<file path="src/rtl/addsub_pipe.sv">
// Pipelined two's-complement adder/subtractor. The operands are split into STAGES
// equal segments. Each stage adds one segment and passes its carry forward through a register.
module addsub_pipe #(
  parameter int WIDTH  = 16,
  parameter int STAGES = 4
) (
  input  logic             clk,
  input  logic             rst,
  input  logic             in_valid,
  output logic             in_ready,
  input  logic [WIDTH-1:0] in_a,
  input  logic [WIDTH-1:0] in_b,
  input  logic             in_sub,
  output logic             out_valid,
  input  logic             out_ready,
  output logic [WIDTH-1:0] out_sum,
  output logic             out_carry,
  output logic             out_ovf,
  output logic             out_zero
);
  localparam int SEG  = WIDTH / STAGES;
  localparam int LAST = STAGES - 1;

  logic                         en;
  logic [STAGES-1:0]            valid_q;
  logic [STAGES-1:0][WIDTH-1:0] a_q;
  logic [STAGES-1:0][WIDTH-1:0] b_q;
  logic [STAGES-1:0][WIDTH-1:0] sum_q;
  logic [STAGES-1:0]            carry_q;
  logic                         ovf_q;
  logic                         zero_q;

  logic [STAGES-1:0][WIDTH-1:0] a_d;
  logic [STAGES-1:0][WIDTH-1:0] b_d;
  logic [STAGES-1:0][WIDTH-1:0] sum_d;
  logic [STAGES-1:0]            carry_in;
  logic [STAGES-1:0]            carry_d;
  logic [STAGES-1:0][SEG:0]     seg_res;
  logic                         msb_cin;
  logic                         ovf_d;
  logic                         zero_d;
  logic                         unused_tail;

  // A stall anywhere freezes the whole pipe, bubbles included.
  assign en        = !out_valid || out_ready;
  assign in_ready  = en;
  assign out_valid = valid_q[LAST];
  assign out_sum   = sum_q[LAST];
  assign out_carry = carry_q[LAST];
  assign out_ovf   = ovf_q;
  assign out_zero  = zero_q;

  // The last stage's operand copies are never read again.
  assign unused_tail = ^{a_q[LAST], b_q[LAST]};

  // Per-stage segment add; B is inverted once at entry and the carry-in enters at stage 0.
  always_comb begin
    a_d      = '0;
    b_d      = '0;
    sum_d    = '0;
    carry_in = '0;
    carry_d  = '0;
    seg_res  = '0;
    a_d[0]      = in_a;
    b_d[0]      = in_b ^ {WIDTH{in_sub}};
    carry_in[0] = in_sub;
    for (int k = 1; k < STAGES; k++) begin
      a_d[k]      = a_q[k-1];
      b_d[k]      = b_q[k-1];
      sum_d[k]    = sum_q[k-1];
      carry_in[k] = carry_q[k-1];
    end
    for (int k = 0; k < STAGES; k++) begin
      seg_res[k] = {1'b0, a_d[k][k*SEG +: SEG]} + {1'b0, b_d[k][k*SEG +: SEG]}
                 + {{SEG{1'b0}}, carry_in[k]};
      sum_d[k][k*SEG +: SEG] = seg_res[k][SEG-1:0];
      carry_d[k] = seg_res[k][SEG];
    end
    // Carry into the MSB is recovered from the MSB's own sum bit.
    msb_cin = a_d[LAST][WIDTH-1] ^ b_d[LAST][WIDTH-1] ^ sum_d[LAST][WIDTH-1];
    ovf_d   = msb_cin ^ carry_d[LAST];
    zero_d  = (sum_d[LAST] == '0);
  end

  // Pipeline registers; the flags register alongside the final sum.
  always_ff @(posedge clk) begin
    if (rst) begin
      valid_q <= '0;
      a_q     <= '0;
      b_q     <= '0;
      sum_q   <= '0;
      carry_q <= '0;
      ovf_q   <= 1'b0;
      zero_q  <= 1'b0;
    end else if (en) begin
      valid_q[0] <= in_valid;
      for (int k = 1; k < STAGES; k++) begin
        valid_q[k] <= valid_q[k-1];
      end
      a_q     <= a_d;
      b_q     <= b_d;
      sum_q   <= sum_d;
      carry_q <= carry_d;
      ovf_q   <= ovf_d;
      zero_q  <= zero_d;
    end
  end
endmodule

</file>
<file path="config.mk">
export PLATFORM = sky130hd
export DESIGN_NAME = addsub_pipe
export DESIGN_NICKNAME = d
export VERILOG_FILES = /design/src/rtl/addsub_pipe.sv
export SDC_FILE = /design/constraint.sdc
export NUM_CORES = 1
export LEC_CHECK = 0
export CAP_MARGIN = 20
export CORE_MARGIN = 5
export CORE_UTILIZATION = 28
export CTS_CLUSTER_DIAMETER = 40
export DETAILED_ROUTE_END_ITERATION = 7
export GPL_TIMING_DRIVEN = 0
export PLACE_DENSITY = 0.54
export SYNTH_ARGS = -nofsm -noshare
export SYNTH_HDL_FRONTEND = slang
export SYNTH_SLANG_ARGS = --single-unit
</file>
<file path="constraint.sdc">
create_clock -name clk -period 1.9 [get_ports clk]
set_input_delay 0.38 -clock clk [delete_from_list [all_inputs] [get_ports clk]]
set_output_delay 0.38 -clock clk [all_outputs]
set_load 0.05 [all_outputs]
</file>
==> reports/qor.csv, run 1 <==
stage;metric;value;unit
placed_design;DP Area;4850;um^2
worst_setup_path;worst flop-to-flop path endpoint;out_ovf$_SDFFE_PP0P_;
worst_setup_path;Req. time, crit path;2.13;ns
floorplan;area of the core;14400;um^2
finish;share of layout cells above drive strength 1;0.109;
synth;Syn Area/Cell;8.53;um^2
placed_design;PortBufs;55;
finish;most frequent cells in the layout;nand2_1, dfxtp_1, a21oi_1;
worst_setup_path;Critical Path Sink Type;flip-flop;
detailed_routing;drt pass-1 iters;4;
detailed_routing;vias per cell;4.60;
pwr;Max IR drop VDD;382;uV
clock_tree;clock latency on the worst-skew pair;0.36;ns
detailed_routing;via count;3382;
synth;Synth warnings;0;
detailed_routing;antenna-violating nets left;0;
grt;final global-route overflow total;0;
finish;filler cell count;1491;
worst_setup_path;crit path DAT;2.10;ns
synth;Netlist cell types;36;
synth;register area share after synthesis;0.482;
floorplan;chip width;131;um
clock_tree;CTS buffer count;9;
worst_setup_path;Worst R2R Start;carry_q[2]$_SDFFE_PP0P_;
finish;Layout area overhead;29.9;%
detailed_routing;DRT iter0 DRCs;167;
detailed_routing;residual DRC count;0;
synth;top-area cell type share of the netlist area;0.482;
synth;Yosys reg bits;98;
synth;leading area contributor after synthesis;dfxtp_1;
worst_setup_path;Register-to-Register Path Depth;6;
worst_setup_path;Setup crit end;out_ovf$_SDFFE_PP0P_;
clock_tree;clock-pin slew on the worst setup and hold paths;0.07;ns
run;MaxCap Viol Count;0;
worst_setup_path;Worst R2R Setup Slack;0.03;ns
floorplan;Die ar.;17000;um^2
timing;FMAX;534;MHz
clock_tree;Root Buffer;clkbuf_16;
timing;Final period util;0.986;
timing;setup ws final;0.0260;ns
pwr;PD cells;906;nW/um^2
worst_setup_path;CP Class;reg2reg;
floorplan;# IOs;58;
timing;max-slew violations;0;
clock_tree;Bufs on Longest Clock Path;2;
timing;Hold WS;0.368;ns
run_status;status;complete, no violations;
timing;Max-slew headroom;0.576;
placed_design;routability cong.;0.808;
worst_setup_path;start point of the critical path;carry_q[2]$_SDFFE_PP0P_;
synth;Post-Syn Instances;477;
finish;n_diodes;0;
timing;setup violators final;0;
floorplan;Initial Util;0.283;
grt;Overall Global Routing Usage;0.132;
finish;Final Instance Area;5290;um^2
grt;first-pass GRT wire length;17100;um
grt;vias in the first global route;3380;
grt;initial antenna violation count;0;
synth;Synth Net Count;533;
synth;largest cells by area after synthesis;dfxtp_1, nand2_1, a21oi_1;
timing;Worst-Margin Slew;0.636;ns
grt;largest net degree at the start of global routing;19;
finish;Nets;603;
floorplan;row count;44;
min_path;Worst Hold Depth;3;
timing;final hold violation count;0;
pwr;Leak;2.35;nW
min_path;Hold Crit Class;in2reg;
clock_tree;CTS tree;done;
placed_design;Setup WS pre-CTS;-0.948;ns
timing;min Tclk post-route;1.87;ns
pwr;Final Power;4.79;mW
worst_setup_path;CP Launch Type;flip-flop;
worst_setup_path;crit-path max FO;2;
clock_tree;H-tree depth;3;
detailed_routing;final wirelength;10800;um
synth;cell area after synthesis;4070;um^2
placed_design;post-DP HPWL;8040;um
detailed_routing;routed len/inst;14.7;um
clock_tree;clk sinks;98;
floorplan;Chip Height;131;um
timing;RSZ-0062 raised after global routing;yes;
timing;clock skew;0.0119;ns
finish;commonest non-fill, non-tap cell in the layout;nand2_1;
cell type report:
cell class | count | area, um^2 | share of cell area
clock inverter | 6 | 78.8 | 0.0149
sequential | 98 | 1960 | 0.371
inverter | 5 | 23.8 | 0.00450
buffer | 34 | 169 | 0.0320
clock buffer | 10 | 239 | 0.0452
tap | 184 | 230 | 0.0436
multi-input combinational | 339 | 1970 | 0.373
timing repair buffer | 60 | 613 | 0.116
logic make-up (layout without fill, tap and decap cells):
kind of cell / after synthesis / count (layout) / synth area share
buffers and inverters: 40 / 115 / 0.0458
adder cells (fa/ha/maj): 19 / 19 / 0.0713
AO/OA/AOI/OAI: 108 / 108 / 0.160
AND/OR/NAND/NOR: 189 / 189 / 0.191
XOR/XNOR: 21 / 21 / 0.0452
flip-flops: 98 / 98 / 0.482
multiplexers: 2 / 2 / 0.00523
worst max-delay path, cell delays in order, from the launching register on:
cell and delay (ns):
dfxtp_2 0.34, fa_2 0.40, fa_2 0.41, a21o_1 0.19
a21oi_2 0.17, xnor2_1 0.16, a211oi_2 0.09
routing by layer:
metal  up-vias  wire length, um  GRT usage
met1      1572             5000      0.165
met4         0              144     0.0460
met3         9              531     0.0354
met2        72             5120      0.220
li1       1729                -          -
met5         -                0          0
through the flow:
step | instances | utilization | TNS, ns
after CTS | 733 | 0.363 | 0
after global routing | 736 | 0.368 | -0.0319
after floorplan | 477 | - | 0
final | 736 | 0.368 | 0
after detailed placement | 716 | 0.338 | -3.92
after global placement | 716 | 0.338 | -2.89
sequential cells by signal, summed over array words and instances, names as in the netlist:
signal	flops
a_d	24
b_d	24
sum_d	24
out_sum	16
carry_q	4
valid_q	4
out_ovf	1
out_zero	1
synth_stat cells:
| cell | n |
|---|---|
| buf_6 | 1 |
| nor2b_2 | 1 |
| fa_1 | 7 |
| inv_2 | 1 |
| nand3_1 | 2 |
| ha_1 | 12 |
| a211oi_1 | 21 |
| nor2b_1 | 1 |
| nand4_1 | 1 |
| nand3b_1 | 4 |
| o21ai_0 | 2 |
| clkbuf_1 | 10 |
| a21oi_1 | 72 |
| a21oi_2 | 1 |
| mux2_2 | 1 |
| xnor2_1 | 18 |
| a21o_2 | 1 |
| o41ai_2 | 1 |
| xor2_1 | 3 |
| mux2i_1 | 1 |
| nor4_1 | 2 |
| nand4b_1 | 2 |
| nor3b_1 | 2 |
| nand2_1 | 140 |
| buf_2 | 20 |
| inv_1 | 4 |
| nor3_1 | 4 |
| a211oi_2 | 1 |
| buf_4 | 1 |
| dfxtp_1 | 98 |
| a21oi_4 | 1 |
| a21o_1 | 7 |
| or4_1 | 3 |
| a31oi_1 | 1 |
| nor2_1 | 27 |
| buf_1 | 3 |
where the power goes:
group | internal (mW) | total (mW) | switching (mW)
combinational | 0.264 | 0.577 | 0.312
clock | 1.09 | 1.94 | 0.854
sequential | 2.19 | 2.27 | 0.0833
timing repair:
item / in CTS / in global routing
setup endpoints to repair: 10 / 18
gates resized for setup: 23 / 19
hold buffers: 0 / 0
buffers inserted: 2 / 3
pin swaps: 1 / 3
worst min path at each step:
stage	startpoint	end	slack [ns]
3_3_place_gp	valid_q[1]$_SDFFE_PP0P_	valid_q[1]$_SDFFE_PP0P_	0.44
4_1_cts	in_sub	b_d[20]$_SDFFE_PP0P_	0.37
6_report	in_sub	b_d[20]$_SDFFE_PP0P_	0.37
3_5_place_dp	b_d[47]$_SDFFE_PP0P_	b_d[47]$_SDFFE_PP0P_	0.45
5_1_grt	in_sub	b_d[20]$_SDFFE_PP0P_	0.39
2_1_floorplan	a_d[24]$_SDFFE_PP0P_	a_d[24]$_SDFFE_PP0P_	0.43
Power figures use the tool's default switching activity.
==> inputs of run 2 (changes only) <==
--- a/config.mk
+++ b/config.mk
@@ -12,6 +12,7 @@
 export DETAILED_ROUTE_END_ITERATION = 7
 export GPL_TIMING_DRIVEN = 0
 export PLACE_DENSITY = 0.54
+export SKIP_LAST_GASP = 1
 export SYNTH_ARGS = -nofsm -noshare
 export SYNTH_HDL_FRONTEND = slang
 export SYNTH_SLANG_ARGS = --single-unit
==> reports/qor.csv, run 2 (synthesized netlist as in run 1, its figures left out) <==
stage;metric;value;unit;change
finish;multi-input logic area;1970;um^2;unchanged
worst_setup_path;CP Class;reg2reg;;
placed_design;PortBufs;55;;unchanged
worst_setup_path;start point of the critical path;carry_q[2]$_SDFFE_PP0P_;;
detailed_routing;DRT iter0 DRCs;162;;-3.0%
finish;Final Non-Filler Cells;736;;unchanged
clock_tree;Root Buffer;clkbuf_16;;
finish;commonest non-fill, non-tap cell in the layout;nand2_1;;
timing;min Tclk post-route;1.89;ns;+0.0160 ns
floorplan;area of the core;14400;um^2;unchanged
grt;final global-route overflow total;0;;unchanged
floorplan;# IOs;58;;unchanged
clock_tree;Bufs on Longest Clock Path;2;;unchanged
clock_tree;cts hold-fix bufs;0;;unchanged
worst_setup_path;CP bufs+invs;0;;unchanged
worst_setup_path;Critical Path Sink Type;flip-flop;;
finish;most frequent cells in the layout;nand2_1, dfxtp_1, a21oi_1;;
clock_tree;H-tree depth;3;;unchanged
clock_tree;CTS tree;done;;
timing;setup ws final;0.00999;ns;-0.0160 ns
floorplan;Die ar.;17000;um^2;unchanged
pwr;Leak;2.34;nW;about the same
floorplan;chip width;131;um;unchanged
finish;filler cell count;1490;;-0.067%
clock_tree;clock-pin slew on the worst setup and hold paths;0.07;ns;about the same
finish;n_diodes;0;;unchanged
timing;TNS Setup;0;ns;unchanged
worst_setup_path;Req. time, crit path;2.18;ns;+0.05 ns
finish;Final Instance Area;5290;um^2;about the same
finish;share of layout cells above drive strength 1;0.107;;-0.00181
timing;Worst-Margin Slew;0.626;ns;-0.0104 ns
detailed_routing;routed len/inst;14.6;um;-0.15%
run_status;status;complete, no violations;;
timing;final hold violation count;0;;unchanged
min_path;Hold Crit Class;in2reg;;
grt;Overall Global Routing Usage;0.132;;unchanged
worst_setup_path;Setup crit end;out_ovf$_SDFFE_PP0P_;;
grt;vias in the first global route;3380;;unchanged
floorplan;Chip Height;131;um;unchanged
detailed_routing;vias per cell;4.57;;-0.62%
placed_design;routability cong.;0.808;;unchanged
detailed_routing;residual DRC count;0;;unchanged
worst_setup_path;Worst R2R Setup Slack;0.01;ns;-0.02 ns
placed_design;placed insts;716;;unchanged
placed_design;post-DP HPWL;8040;um;unchanged
clock_tree;CTS buffer count;9;;unchanged
timing;setup violators final;0;;unchanged
worst_setup_path;most used cell along the critical path;fa_2;;
worst_setup_path;critical-path cell list;fa_2 -> fa_2 -> a21o_1 -> a21oi_2 -> xnor2_1 -> a211oi_2;;
worst_setup_path;CP Launch Type;flip-flop;;
detailed_routing;antenna-violating nets left;0;;unchanged
worst_setup_path;instance count on the critical path;6;;unchanged
clock_tree;clk sinks;98;;unchanged
clock_tree;clock latency on the worst-skew pair;0.36;ns;about the same
floorplan;Initial Util;0.283;;unchanged
run;MaxCap Viol Count;0;;unchanged
finish;Nets;603;;unchanged
placed_design;Setup WS pre-CTS;-0.948;ns;unchanged
worst_setup_path;Crit-path slowest cell;fa_2;;
floorplan;row count;44;;unchanged
pwr;PD cells;904;nW/um^2;-0.19%
timing;max-slew violations;0;;unchanged
timing;Hold WS;0.370;ns;+0.00266 ns
detailed_routing;final wirelength;10800;um;-0.15%
worst_setup_path;Register-to-Register Path Depth;6;;unchanged
worst_setup_path;Critical Path Max Stage Delay;0.41;ns;about the same
worst_setup_path;crit-path max FO;2;;unchanged
grt;initial antenna violation count;0;;unchanged
finish;Layout area overhead;29.9;%;about the same
timing;Max-slew headroom;0.583;;+0.00692
timing;FMAX;529;MHz;-0.85%
detailed_routing;drt pass-1 iters;4;;unchanged
placed_design;DP Area;4850;um^2;unchanged
detailed_routing;via count;3361;;-0.62%
timing;RSZ-0062 raised after global routing;yes;;
timing;Final period util;0.995;;+0.00843
pwr;Max IR drop VDD;383;uV;+0.14%
worst_setup_path;cell family with most CP delay;adder cells;;
grt;first-pass GRT wire length;17100;um;unchanged
worst_setup_path;Worst R2R Start;carry_q[2]$_SDFFE_PP0P_;;
worst_setup_path;crit path DAT;2.17;ns;+0.07 ns
grt;largest net degree at the start of global routing;19;;unchanged
timing;clock skew;0.0105;ns;-0.00138 ns
finish;FF+latch area;1960;um^2;about the same
worst_setup_path;worst flop-to-flop path endpoint;out_ovf$_SDFFE_PP0P_;;
## run 2: cell counts in the layout (fill, tap and decap cells not counted)
No cell type changed its count.
## run 2: how the worst min path moves through the flow
stage	to	cells after the start	start
final	b_d[20]$_SDFFE_PP0P_	3	in_sub
after global routing	b_d[20]$_SDFFE_PP0P_	3	in_sub
after CTS	b_d[20]$_SDFFE_PP0P_	3	in_sub
after detailed placement	b_d[47]$_SDFFE_PP0P_	2	b_d[47]$_SDFFE_PP0P_
after global placement	valid_q[1]$_SDFFE_PP0P_	2	valid_q[1]$_SDFFE_PP0P_
after floorplan	a_d[24]$_SDFFE_PP0P_	2	a_d[24]$_SDFFE_PP0P_
## run 2: worst reg2reg max path, cell delays in order (launching register included)
cell and delay, ns:
dfxtp_1 0.34, fa_2 0.41, fa_2 0.41, a21o_1 0.19
a21oi_2 0.16, xnor2_1 0.10, a211oi_2 0.21
## run 2: where the power goes
group / switching (mW) / internal (mW) / leakage (nW)
logic: 0.311 / 0.264 / 1.38
registers: 0.0834 / 2.19 / 0.806
clock network: 0.845 / 1.09 / 0.158
## run 2: routing by layer
| metal | part of all wire | track usage | routed length, um | up-vias |
|---|---|---|---|---|
| met5 | 0 | 0 | 0 | - |
| met4 | 0.014 | 0.0460 | 148 | 0 |
| met3 | 0.050 | 0.0354 | 543 | 12 |
| met2 | 0.47 | 0.220 | 5120 | 75 |
| met1 | 0.46 | 0.165 | 4970 | 1544 |
| li1 | - | - | - | 1730 |
## run 2: cell type report
cell class | instances | share of cell area
multi-input cells | 339 | 0.373
flip-flops and latches | 98 | 0.371
repair buffers | 60 | 0.116
clock buffers | 10 | 0.0452
well taps | 184 | 0.0436
plain buffers | 34 | 0.0320
clock inverters | 6 | 0.0149
inverters | 5 | 0.00450
## run 2: through the flow
stage,power [mW],util
finish,4.78,0.368
detailed placement,2.89,0.338
global placement,2.88,0.338
floorplan,2.66,-
global route,4.98,0.368
CTS,4.84,0.363
## run 2: what timing repair did
action                     CTS  global route
resized for setup           23            18
pin swaps                    1             1
setup endpoints to repair   10            18
buffers inserted             2             3
==> variant 1, RTL diff (settings of run 1) <==
Make the reset (`rst`) asynchronous in one clocked block.
--- a/src/rtl/addsub_pipe.sv
+++ b/src/rtl/addsub_pipe.sv
@@ -83,7 +83,7 @@
   end
 
   // Pipeline registers; the flags register alongside the final sum.
-  always_ff @(posedge clk) begin
+  always_ff @(posedge clk or posedge rst) begin
     if (rst) begin
       valid_q <= '0;
       a_q     <= '0;
Behaviour: differs if rst is asserted again (counterexample within 4 cycles, from zero or initial values and one cycle with rst high); with rst held inactive, the same outputs for 10 cycles.
==> variant 1 against run 1 <==
  * The run now ends with negative setup slack left
  * Worst hold slack worse by 18 ps
  * First-iteration DRC count fell by 33%
  * Clock skew fell by 3.7 ps
  * Worst setup slack lost 85 ps
  * Non-clock buffer count shrank 12
  * Area after synthesis rose by 5.5%
  * Routed wire length down 12%
  * Sequential cell count is the same
  * Critical path depth shrank 1
  * Design area grew 4.8%
  * Largest cell class is now flip-flops and latches
Power is not compared: it rests on default switching activity, and its combinational part moved more than twofold at a synthesized area within 25%.
==> variant 1: results <==
placed_design:
  placed_area_mm2: 0.00515
  post-place-ws_ps: -862
  routabilityCongestion: 0.766
yosys:
  synth_nets: 511
  ys_types: 24
  ys_async_sr_fraction_pct: 100
  synthMuxAreaShare_pct: 0.962
  synth_common_cells: "224 x nand2_1, 98 x dfrtp_1, 23 x o21ai_0"
cells_and_area:
  fillers: 1566
  buffer_area_share_pct: 13.9
  clock_cell_area_share_pct: 5.60
  num-nonclk-buffers: 82
  syn_to_final_growth_pct: 29.1
  seq_cells: 98
  multi_input_gates: 328
detailed_routing:
  vias_per_cell: 4.27
  wl_met3_um: 332
  m1WireLength_um: 4640
run_status:
  status: "finished, violations left"
  violations: "negative setup slack"
critical_path:
  slowest_delay_ps: 450
  cp.arrival_ps: 2210
sta:
  setup_ws_ps: -59.3
  setup_violations: 1
  setup_tns_ps: -59.3
global_routing:
  met1_usage_pct: 14.5
pwr:
  finalPower_mw: 9.29
floorplan:
  row_count: 45
==> variant 1: critical path, delay by kind of cell (launching register included) <==
kind / cells / cell delay, ps
simple gates: 2 / 350
flops: 1 / 410
fa+ha+maj: 2 / 870
compound gates: 1 / 240
==> variant 1: worst max path at each step <==
stage	start	endpoint	slack, ps	cells past startpoint
after CTS	carry_q[2]	out_zero	-90	5
after floorplan	in_sub	sum_d[19]	-20	8
after global placement	out_ready	in_ready	-900	6
final	carry_q[2]	out_zero	-60	5
after global routing	carry_q[2]	out_zero	-160	5
after detailed placement	out_ready	in_ready	-860	6
==> variant 1: repair_timing <==
item                       4_1_cts  5_1_grt
setup buffers                    0        1
gates resized for setup         21       22
gates cloned                     0        0
setup endpoints to repair       11       16
pin swaps                        1        2
==> variant 1: cells by family after synthesis <==
family / count (synthesis)
muxes: 3
adders and majority gates: 19
DFF: 98
xor gates and xnor gates: 24
and+or+nand+nor: 238
buffers and inverters: 29
AOI/OAI and AO/OA: 44
==> variant 2, RTL diff (settings of run 1) <==
Made on the original files. `STAGES`: 4 -> 8.
--- a/src/rtl/addsub_pipe.sv
+++ b/src/rtl/addsub_pipe.sv
@@ -2,7 +2,7 @@
 // equal segments. Each stage adds one segment and passes its carry forward through a register.
 module addsub_pipe #(
   parameter int WIDTH  = 16,
-  parameter int STAGES = 4
+  parameter int STAGES = 8
 ) (
   input  logic             clk,
   input  logic             rst,
Behaviour: not the same (a bounded check fails within 10 cycles, from zero or initial values and one cycle with rst high).
==> variant 2 against run 1 <==
  * Sequential cell count up 104
  * Count of clock-buffer cells in the layout up 24
  * Design area up 86%
  * Non-clock buffer count up 34
  * Combinational power down 22%
  * Routed wire length up 83%
  * Sequential power up 96%
  * Area after synthesis up 91%
  * Power up 120%
  * Worst setup slack better by 11 ps
  * Global-route usage down 0.45 points
  * Largest power group is now the clock network
  * Highest routed layer unchanged
==> variant 2: results <==
run_status:
  status: "completed"
yosys:
  ys_types: 25
  synth_compound_area_share_pct: 16.0
  synth-adder-area-share_pct: 4.03
  synth-xor-area-share_pct: 2.03
  seq_area_frac_synth_pct: 52.1
  synth_common_cells: "327 x nand2_1, 202 x dfxtp_1, 163 x a21oi_1"
  synth_nets: 969
  synthMuxAreaShare_pct: 0.145
  avgSynthCellArea_um2: 8.47
  yosys-top-cells-area: "dfxtp_1 52%, nand2_1 16%, a21oi_1 11%"
  ys_async_sr_fraction_pct: 0
global_routing:
  grt_max_degree: 20
  grt_first_pass_wirelength_um: 32100
  gr-usage-all-layers_pct: 12.7
  grt_pass1_vias: 6099
placed_design:
  placed_cells_incl_taps: 1349
  placed_area_mm2: 0.00878
  place.detailed.hpwl_um: 14000
cells_and_area:
  finalNetCount: 1058
  drive_gt1_share_pct: 13.4
  fillers: 2912
cts:
  clock_latency_ps: 520
  post_cts_resized: 42
  cts-buffers-inserted: 28
  htreeDepth: 1
  clk_path_buf_depth: 3
detailed_routing:
  dr.first_iter.drc_count: 282
  avgRoutedWirePerCell_um: 14.1
  routed_wl_um: 19800
critical_path:
  crit_path_end: "out_zero"
  critPathLaunch: "a_d[126]"
  slowest_delay_ps: 580
sta:
  holdWs_ps: 323
  relSlewSlack_pct: 39.5
  finClkSkew_ps: 6.39
min_path:
  min_to: "b_d[21]"
pwr:
  peakVddDrop_mv: 0.640
  p_leak_nw: 3.55
-- variant 2: changes by cell type after synthesis, moves of 16 or more --
cell	change
a211oi_2	+28
a21oi_1	+91
clkbuf_1	+16
dfxtp_1	+104
inv_1	+31
nand2_1	+187
-- variant 2: final cells by class --
type | instances | area (um2) | share of cell area, %
Inverter | 36 | 143 | 1.45
Timing Repair Buffer | 61 | 598 | 6.08
Tap cell | 378 | 473 | 4.81
Clock inverter | 17 | 210 | 2.14
Buffer | 67 | 404 | 4.11
Sequential cell | 202 | 4050 | 41.1
Clock buffer | 34 | 785 | 7.97
Multi-Input combinational cell | 609 | 3180 | 32.3
-- variant 2: stage by stage --
stage          setup slack [ps]  TNS [ps]  utilization, %
2_1_floorplan              55.6         0               -
3_3_place_gp               -933     -2800            31.9
3_5_place_dp               -949     -3930            31.9
4_1_cts                   -44.4     -44.4            35.6
5_1_grt                   -45.5     -64.5            35.7
6_report                   36.6         0            35.7
-- variant 2: cell families after synthesis --
family | after synthesis
XOR/XNOR | 18
AND/OR/NAND/NOR | 373
multiplexers | 1
flip-flops | 202
AO/OA/AOI/OAI | 201
adder cells (fa/ha/maj) | 16
buffers and inverters | 105
-- variant 2: metal layers --
metal | vias up | track usage [%] | share of wire, %
li1 | 3131 | - | -
met1 | 2820 | 17.0 | 46
met2 | 103 | 21.4 | 47
met3 | 30 | 2.42 | 4.6
met4 | 0 | 3.22 | 2.0
met5 | - | 0 | 0
-- variant 2: worst max-delay path: cells and delay by family (launching register included) --
kind	cells	cell delay, ps
compound gates	1	130
simple gates	2	330
flops	1	330
fa+ha+maj	2	980
buf+inv	1	40
-- variant 2: power breakdown --
part / internal, mW / switching (mW)
clock: 3.48 / 1.95
sequential: 4.38 / 0.0716
combinational: 0.205 / 0.244
total: 8.06 / 2.27
